--- src/rtl/risc_pkg.sv ---
// Shared types and constants for the RISC core's data-memory / write-back path.
package risc_pkg;

    localparam int RF_AW   = 3;
    localparam int RISC_DW = 8;

    typedef enum logic [1:0] {
        IDLE,
        WAIT,
        RESP
    } dmem_state_t;

    // Power-on contents of word idx: the low nibble of the index repeated twice.
    function automatic logic [RISC_DW-1:0] dmem_reset_word(input logic [3:0] idx);
        return {idx, idx};
    endfunction

endpackage

--- src/rtl/risc_dmem_array.sv ---
// Data store: per-word registers with synchronous write, asynchronous read and reset pattern.
module risc_dmem_array
    import risc_pkg::*;
#(
    parameter int DEPTH = 16,
    parameter int AW    = 4,
    parameter int DW    = RISC_DW
) (
    input  logic          clk,
    input  logic          rst_n,
    input  logic          we,
    input  logic [AW-1:0] waddr,
    input  logic [DW-1:0] wdata,
    input  logic [AW-1:0] raddr,
    output logic [DW-1:0] rdata
);

    logic [DW-1:0] words [DEPTH];

    // Addresses at or beyond DEPTH match no word: stores vanish, loads read zero.
    generate
        for (genvar gi = 0; gi < DEPTH; gi++) begin : g_word
            logic [DW-1:0] word_q;

            always_ff @(posedge clk or negedge rst_n) begin
                if (!rst_n) begin
                    word_q <= DW'(dmem_reset_word(4'(gi)));
                end else if (we && (waddr == AW'(gi))) begin
                    word_q <= wdata;
                end
            end

            assign words[gi] = word_q;
        end
    endgenerate

    always_comb begin
        rdata = '0;
        for (int i = 0; i < DEPTH; i++) begin
            if (raddr == AW'(i)) begin
                rdata = words[i];
            end
        end
    end

endmodule

--- src/rtl/risc_dmem_wb.sv ---
// Data-memory responder: accepts one load/store at a time, waits WAIT_CYC cycles, then
// answers for one cycle; loads drive the register file's memory-side write port.
module risc_dmem_wb
    import risc_pkg::*;
#(
    parameter int DEPTH    = 16,
    parameter int AW       = 4,
    parameter int DW       = RISC_DW,
    parameter int WAIT_CYC = 1
) (
    input  logic             clk,
    input  logic             rst_n,
    input  logic             mem_req,
    input  logic             mem_we,
    input  logic [AW-1:0]    mem_addr,
    input  logic [DW-1:0]    mem_wdata,
    input  logic [RF_AW-1:0] mem_dst,
    output logic             mem_busy,
    output logic [DW-1:0]    dmdataout,
    output logic             load_op,
    output logic             reg_wr_vld,
    output logic [RF_AW-1:0] dst
);

    dmem_state_t      state_q, state_d;
    logic [2:0]       cnt_q, cnt_d;
    logic [AW-1:0]    addr_q, addr_d;
    logic             we_q, we_d;
    logic [DW-1:0]    wdata_q, wdata_d;
    logic [RF_AW-1:0] rdst_q, rdst_d;

    logic [DW-1:0]    dmdataout_q, dmdataout_d;
    logic             load_op_q, load_op_d;
    logic             reg_wr_vld_q, reg_wr_vld_d;
    logic [RF_AW-1:0] dst_q, dst_d;

    logic [AW-1:0]    rd_addr;
    logic [DW-1:0]    rd_data;
    logic             cur_we;
    logic [RF_AW-1:0] cur_dst;

    risc_dmem_array #(
        .DEPTH (DEPTH),
        .AW    (AW),
        .DW    (DW)
    ) u_array (
        .clk   (clk),
        .rst_n (rst_n),
        .we    ((state_q == RESP) && we_q),
        .waddr (addr_q),
        .wdata (wdata_q),
        .raddr (rd_addr),
        .rdata (rd_data)
    );

    always_comb begin
        state_d      = state_q;
        cnt_d        = cnt_q;
        addr_d       = addr_q;
        we_d         = we_q;
        wdata_d      = wdata_q;
        rdst_d       = rdst_q;
        dmdataout_d  = '0;
        load_op_d    = 1'b0;
        reg_wr_vld_d = 1'b0;
        dst_d        = '0;
        // With zero wait states RESP follows acceptance directly, so the live request
        // fields must feed the response registers instead of the not-yet-written latches.
        rd_addr      = addr_q;
        cur_we       = we_q;
        cur_dst      = rdst_q;

        case (state_q)
            IDLE: begin
                rd_addr = mem_addr;
                cur_we  = mem_we;
                cur_dst = mem_dst;
                if (mem_req) begin
                    addr_d  = mem_addr;
                    we_d    = mem_we;
                    wdata_d = mem_wdata;
                    rdst_d  = mem_dst;
                    if (WAIT_CYC > 0) begin
                        state_d = WAIT;
                        cnt_d   = 3'(WAIT_CYC - 1);
                    end else begin
                        state_d = RESP;
                    end
                end
            end
            WAIT: begin
                if (cnt_q == 3'd0) begin
                    state_d = RESP;
                end else begin
                    cnt_d = cnt_q - 3'd1;
                end
            end
            RESP:    state_d = IDLE;
            default: state_d = IDLE;
        endcase

        if ((state_d == RESP) && !cur_we) begin
            dmdataout_d  = rd_data;
            load_op_d    = 1'b1;
            reg_wr_vld_d = 1'b1;
            dst_d        = cur_dst;
        end
    end

    always_ff @(posedge clk or negedge rst_n) begin
        if (!rst_n) begin
            state_q      <= IDLE;
            cnt_q        <= '0;
            addr_q       <= '0;
            we_q         <= 1'b0;
            wdata_q      <= '0;
            rdst_q       <= '0;
            dmdataout_q  <= '0;
            load_op_q    <= 1'b0;
            reg_wr_vld_q <= 1'b0;
            dst_q        <= '0;
        end else begin
            state_q      <= state_d;
            cnt_q        <= cnt_d;
            addr_q       <= addr_d;
            we_q         <= we_d;
            wdata_q      <= wdata_d;
            rdst_q       <= rdst_d;
            dmdataout_q  <= dmdataout_d;
            load_op_q    <= load_op_d;
            reg_wr_vld_q <= reg_wr_vld_d;
            dst_q        <= dst_d;
        end
    end

    assign mem_busy   = (state_q != IDLE);
    assign dmdataout  = dmdataout_q;
    assign load_op    = load_op_q;
    assign reg_wr_vld = reg_wr_vld_q;
    assign dst        = dst_q;

endmodule

--- config.mk ---
export PLATFORM = sky130hd
export DESIGN_NAME = risc_dmem_wb
export DESIGN_NICKNAME = d
export VERILOG_FILES = /design/src/rtl/risc_pkg.sv /design/src/rtl/risc_dmem_array.sv /design/src/rtl/risc_dmem_wb.sv
export SDC_FILE = /design/constraint.sdc
export NUM_CORES = 1
export LEC_CHECK = 0
export ABC_AREA = 1
export CORE_MARGIN = 10
export CORE_UTILIZATION = 54
export CTS_CLUSTER_DIAMETER = 30
export CTS_CLUSTER_SIZE = 28
export DETAILED_ROUTE_END_ITERATION = 6
export GPL_TIMING_DRIVEN = 1
export MAX_ROUTING_LAYER = met4
export PLACE_DENSITY = 0.82
export SLEW_MARGIN = 25
export SYNTH_ARGS = -nofsm -noshare
export SYNTH_HDL_FRONTEND = slang
export SYNTH_SLANG_ARGS = --single-unit
--- constraint.sdc ---
create_clock -name clk -period 2 [get_ports clk]
set_input_delay 0.4 -clock clk [delete_from_list [all_inputs] [get_ports clk]]
set_output_delay 0.4 -clock clk [all_outputs]
set_load 0.02 [all_outputs]
==> reports/metrics.yaml <==
syn_to_final_growth_pct: 23.38
hold_viol: 0
dieArea_um2: 18350
synth.net_count: 884
final_layout_size_suffix_gt1_share_pct: 21.93
global_route_wire_length_before_repair_um: 30700
insertion_delay_ps: 430
yosysWarningCount: 0
vdd_ir_drop_max_uv: 849.9
io_pins: 33
synth_area_leaders: "dfrtp_1, dfstp_2, nand2_1"
critical_path_cell_count: 18
fin_total_pwr_mw: 15.47
cp_cell_sequence: "buf_4, inv_4, nand2_4, nand2_1, nand2_2, nand2_2, nor2_4, buf_4, nand2_1, nand3_1, nand2_2, nand4_1, nand2_1, nand4_1, nor2_2, nand4_1, nor2_1, nor2_1"
die_w_um: 135.4
worst_reg_to_reg_setup_slack_ps: -300
timing.critical_path.slowest_stage_cell: "dfrtp_1"
grt_pass1_vias: 5880
violations: "setup timing"
cts_root_buffer: "clkbuf_16"
synth_top_cell_by_area: "dfrtp_1"
cts_tree: "yes"
std_cell_rows: 42
clock_path_buffers: 2
ys_async_sr_fraction_pct: 100.0
antenna_found_initial: 0
die_y_um: 135.4
worst_r2r_path_depth: 18
drt-wirelength-per-cell_um: 17.01
worst_slew_pin_slew_ps: 796.7
worst_setup_hold_path_clk_slew_ps: 60
mappedNetlistArea_um2: 7197
finalCoreUtilization_pct: 67.59
antenna_left: 0
worstPathMaxFanout: 5
hold_ws_ps: 486.1
yosysSeqAreaShare_pct: 57.09
period_minus_slack_ps: 2301
yosys_register_bits: 161
cts_buffers: 17
crit_required_ps: 2310
arrival_ps: 2610
finalWorstSetupSlack_ps: -300.6
dr_total_vias: 6282
largest_net_degree_at_the_start_of_global_routing: 54
run_status: "complete, but fails checks"
report.final.slew_viol_count: 0
timing.setup.critical_path_class: "reg -> reg"
max_cap_viol_count: 0
n_antenna_cell: 0
endpoint_kind: "flop"
remaining_drc_errors: 0
clock_tree.htree_level_count: 4
detailedPlacementHpwl_um: 12660
launching_point_of_the_worst_reg2reg_path: "state_q[0]$_DFF_PN0_"
critical_path.top_delay_family: "simple AND/OR/NAND/NOR gates"
drt_iter0_markers: 779
worstHoldPathType: "in -> async"
cp_num_buf_inv: 3
critPathLaunch: "state_q[0]$_DFF_PN0_"
synth_flop_cell: "dfrtp_1"
dr.pass1.iters: 5
nets: 961
endpoint_of_the_worst_register_to_register_path: "dmdataout[4]$_DFF_PN0_"
highest_attainable_clock_frequency_ghz: 0.4347
fin_skew_ps: 7.577
cts_num_sinks: 161
starting_density_of_the_core_pct: 54.78
setup_tns_ps: -1679
synthesis.instances: 863
ys_types: 27
rsz_0062_raised_after_global_routing: "yes"
worst_setup_path_endpoint: "dmdataout[4]$_DFF_PN0_"
count_of_port_buffers_added_during_placement: 32
globalRouteTotalUtil_pct: 21.91
detail_route.vias_per_cell: 5.564
synth_enable_flop_cells: 0
postSynthAreaPerCell_um2: 8.339
crit_path_max_cell_delay_ps: 410
setup_violations: 8
grt.overflow.total: 0
cellPowerDensity_nw_per_um2: 1742
power.static_leakage_nw: 3.915
globalplace.congestion: 0.9608
startpoint_kind_of_the_worst_setup_timing_path: "flop"
core-area_um2: 13140
synth_largest_type_area_fraction_pct: 33.73
fin_crit_sh_pct: 115.0
finalWirelength_um: 19210
slew_headroom_pct: 46.83
==> layout by cell type, fill, tap and decap left out, types with 7 or more instances in the layout <==
master	instances
a21oi_1	31
buf_4	51
buf_6	7
clkbuf_16	18
clkdlybuf4s50_1	30
dfrtp_1	97
dfstp_2	64
inv_1	53
nand2_1	262
nand2_2	16
nand3_1	17
nand4_1	28
nor2_1	67
nor2_2	7
o21ai_0	140
==> worst register-to-register path: cells and delay by family (launching register included) <==
family        cells  cell delay [ps]
buf+inv           3              380
flops             1              410
simple gates     15             1410
==> logic make-up after synthesis <==
group	after synthesis	synth area share, %
flops	161	57.09
simple gates	428	24.98
buf+inv	96	5.233
fa+ha+maj	2	0.3476
compound gates	176	12.34
==> registers in the layout, indices dropped and copies added (netlist names) <==
signal	count
rdst_q	3
dst	3
state_q	2
u_array.g_word.word_q	128
we_q	1
dmdataout	8
wdata_q	8
reg_wr_vld	1
cnt_q	3
addr_q	4
==> cell usage after synthesis (3+ instances only) <==
cell,count
nand2_1,278
o21ai_0,140
dfrtp_1,97
nor2_1,73
dfstp_2,64
inv_1,55
clkbuf_1,32
a21oi_1,31
nand4_1,28
nand3_1,20
or2_2,6
or2_0,5
buf_2,4
nand2_2,4
nor2_4,4
inv_2,3
nor2_2,3
o21ai_1,3
==> layout make-up <==
class / instances / area, µm²
clock buffers: 23 / 467.9
clock inverters: 9 / 132.6
fillers: 1001 / 4258
inverters: 58 / 220.2
multi-input cells: 607 / 2848
flip-flops and latches: 161 / 4109
well taps: 176 / 220.2
repair buffers: 95 / 882.1
==> what timing repair did <==
item                       4_1_cts  5_1_grt
cloned                           0        2
resized for setup               14       33
setup endpoints to repair        9        9
pin swaps                        5        9
hold endpoints to repair        28        0
hold buffers                     1        0
setup buffers                    0        1
==> through the flow <==
stage / cell area (µm²) / setup slack [ps] / instances
2_1_floorplan: 7202 / 3.850 / 863
3_3_place_gp: 8085 / -500.3 / 1093
3_5_place_dp: 8085 / -580.5 / 1093
4_1_cts: 8731 / -309.5 / 1126
5_1_grt: 8880 / -424.0 / 1129
6_report: 8880 / -300.6 / 1129
==> worst min path at each step <==
stage	cells past startpoint	to
final	2	rdst_q[1]$_DFFE_PN0P_
after global routing	2	u_array.g_word[15].word_q[7]$_DFFE_PN1P_
after CTS	2	u_array.g_word[6].word_q[4]$_DFFE_PN0P_
after detailed placement	1	rdst_q[1]$_DFFE_PN0P_
after global placement	1	dst[1]$_DFF_PN0_
after floorplan	0	addr_q[0]$_DFFE_PN0P_
==> layer usage <==
metal / global-route usage, % / wire length [µm]
met1: 28.50 / 8095
met2: 33.21 / 9229
met3: 4.785 / 1493
met4: 7.835 / 390
met5: - / 0
==> report_power, final <==
part,leakage (nW),switching [mW],internal (mW)
logic,1.72,3.99,2.40
clock network,0.287,1.28,2.03
registers,1.91,0.793,4.98
Power figures use the tool's default switching activity.
==> RTL edit, RTL diff (same flow settings) <==
`AW` is set to 4 in 2 places; all go to 5.
--- a/src/rtl/risc_dmem_array.sv
+++ b/src/rtl/risc_dmem_array.sv
@@ -4,5 +4,5 @@
 #(
     parameter int DEPTH = 16,
-    parameter int AW    = 4,
+    parameter int AW    = 5,
     parameter int DW    = RISC_DW
 ) (
--- a/src/rtl/risc_dmem_wb.sv
+++ b/src/rtl/risc_dmem_wb.sv
@@ -5,5 +5,5 @@
 #(
     parameter int DEPTH    = 16,
-    parameter int AW       = 4,
+    parameter int AW       = 5,
     parameter int DW       = RISC_DW,
     parameter int WAIT_CYC = 1
Ports: changed (resized mem_addr); port bits go from 33 to 34. No check against the original RTL was run, so the function may have changed too.
==> RTL edit against the original RTL <==
The flow finishes with violations (DRC, setup timing). Area after synthesis up 3.7%. Total power decreased by 7.9%. Cell area is 6.4% higher. Via count grew 4.6%. Wire length increased by 6.8%. Sequential power shrank 15%. Synthesized cell count is the same. Final cell count rose by 2.3%. Setup slack lost 0.15 ns. Die area grew 3.1%. Sequential cell count grew 1. Highest routed layer unchanged.
==> RTL edit: results (changes against the original RTL) <==
* Power, Total at 0.0143 W (-7.9%)
* Leakage at 4.13 nW (+5.6%)
* Register name with the most flops: u_array.g_word.word_q
* CP startpoint: state_q[1]$_DFF_PN0_
* Placer Congestion at 0.926 (-3.6%)
* Placed insts at 1106 (+1.2%)
* First-pass GRT wire length at 32.5 mm (+5.8%)
* Layout cell share with drive strength beyond 1 at 0.251 (+0.0312)
* Clock Tree Buf Depth at 2 (unchanged)
* Setup WS pre-CTS at -0.558 ns (+0.0228 ns)
* Top cells by area, synth: dfrtp_1 33%, dfstp_2 23%, nand2_1 14%, o21ai_0 9.9%, nand3_1 2.9%
* Fill cells at 885 (-12%)
* Reg-to-reg critical path endpoint: dmdataout[5]$_DFF_PN0_
* Final WS setup at -0.451 ns (-0.151 ns)
* Placed Area at 8440 sq um (+4.4%)
* Setup TNS at -3.12 ns (-1.44 ns)
* Switching share of power at 0.373 (-0.0188)
* Fin area at 9450 sq um (+6.4%)
* Post-synth top cells: 273 x nand2_1, 148 x o21ai_0, 98 x dfrtp_1, 64 x dfstp_2, 52 x inv_1
* Routed wire per std cell at 17.8 microns (+4.4%)
* Adder-Cell Fraction of Synth Area at 0.00335 (-0.000122)
* HP Class: reg -> reg
* Run status: finished, violations left
* Fin nets at 987 (+2.7%)
* Syn Nets at 885 (+0.11%)
* Starting DRC count in detailed routing at 782 (+0.39%)
* Antenna violations before repair at 1 (+1)
* Largest net degree at the start of global routing at 58 (+7.4%)
* Pre-antenna DRT Iters at 7 (+2)
* Failing checks: DRC, setup timing
* Yosys cell types at 36 (+33%)
* DRC at 2 (+2)
* Vias in the first global route at 6339 (+7.8%)
* Post-synthesis compound-gate area fraction at 0.121 (-0.00200)
* Sequential group power at 0.00493 W (-15%)
* Hold path start: u_array.g_word[6].word_q[4]$_DFFE_PN0P_
* Setup-failing EPs final at 17 (+9)
* Clock group share of total power at 0.262 (+0.048)
* Worst Skew at 0.00914 ns (+0.00156 ns)
* Tot GR Track Use at 0.227 (+0.00787)
* Final Instance Count excl. Fillers at 1155 (+2.3%)
* WP data arrival at 2.78 ns (+0.17 ns)
* Port Buffers at 33 (+3.1%)
* Critical path peak fanout at 7 (+2)
* Slew @ Worst Pin at 0.798 ns (+0.00170 ns)
* Reg clk slew, reported paths at 0.06 ns (about the same)
* Hold_ws at 0.480 ns (-0.00581 ns)
* Detailed placer's ending HPWL at 12.8 mm (+0.78%)
* Via count at 6568 (+4.6%)
* Sequential fraction of the synthesis area at 0.554 (-0.0168)
* Max VDD drop at 0.806 mV (-5.1%)
* Fraction of registers with async set/reset at 1.00 (unchanged)
* Worst r2r path cells at 17 (-1)
RTL edit: changes by cell type after synthesis, sizes merged, moves of 2 or more:
cell / change
or2: +3
nor2: -18
clkbuf: -4
a21oi: -23
nor4: +2
buf: +4
o21ai: +7
and3: -2
nand3: +23
nand4: -5
o21a: +8
nor3: +4
RTL edit: final cells by class:
class	count	area, sq um	share of cell area
Antenna cell	1	2.50	0.000265
Clock buffer	20	457	0.0483
Clock inverter	12	228	0.0241
Inverter	58	230	0.0244
Multi-Input combinational cell	606	3060	0.323
Sequential cell	162	4130	0.438
Tap cell	176	220	0.0233
Timing Repair Buffer	120	1120	0.119
RTL edit: metal layers:
layer,up-vias,track usage,part of all wire
met5,-,-,0
met4,0,0.101,0.037
met3,77,0.0528,0.078
met2,302,0.357,0.49
met1,3181,0.274,0.39
li1,3008,-,-
RTL edit: what timing repair did:
item,CTS,global route
endpoints found under the setup margin,59,50
gates cloned,0,1
gates resized for setup,25,33
buffers inserted,7,7
pin swaps,16,23
hold endpoints to repair,29,0
hold buffers,1,0
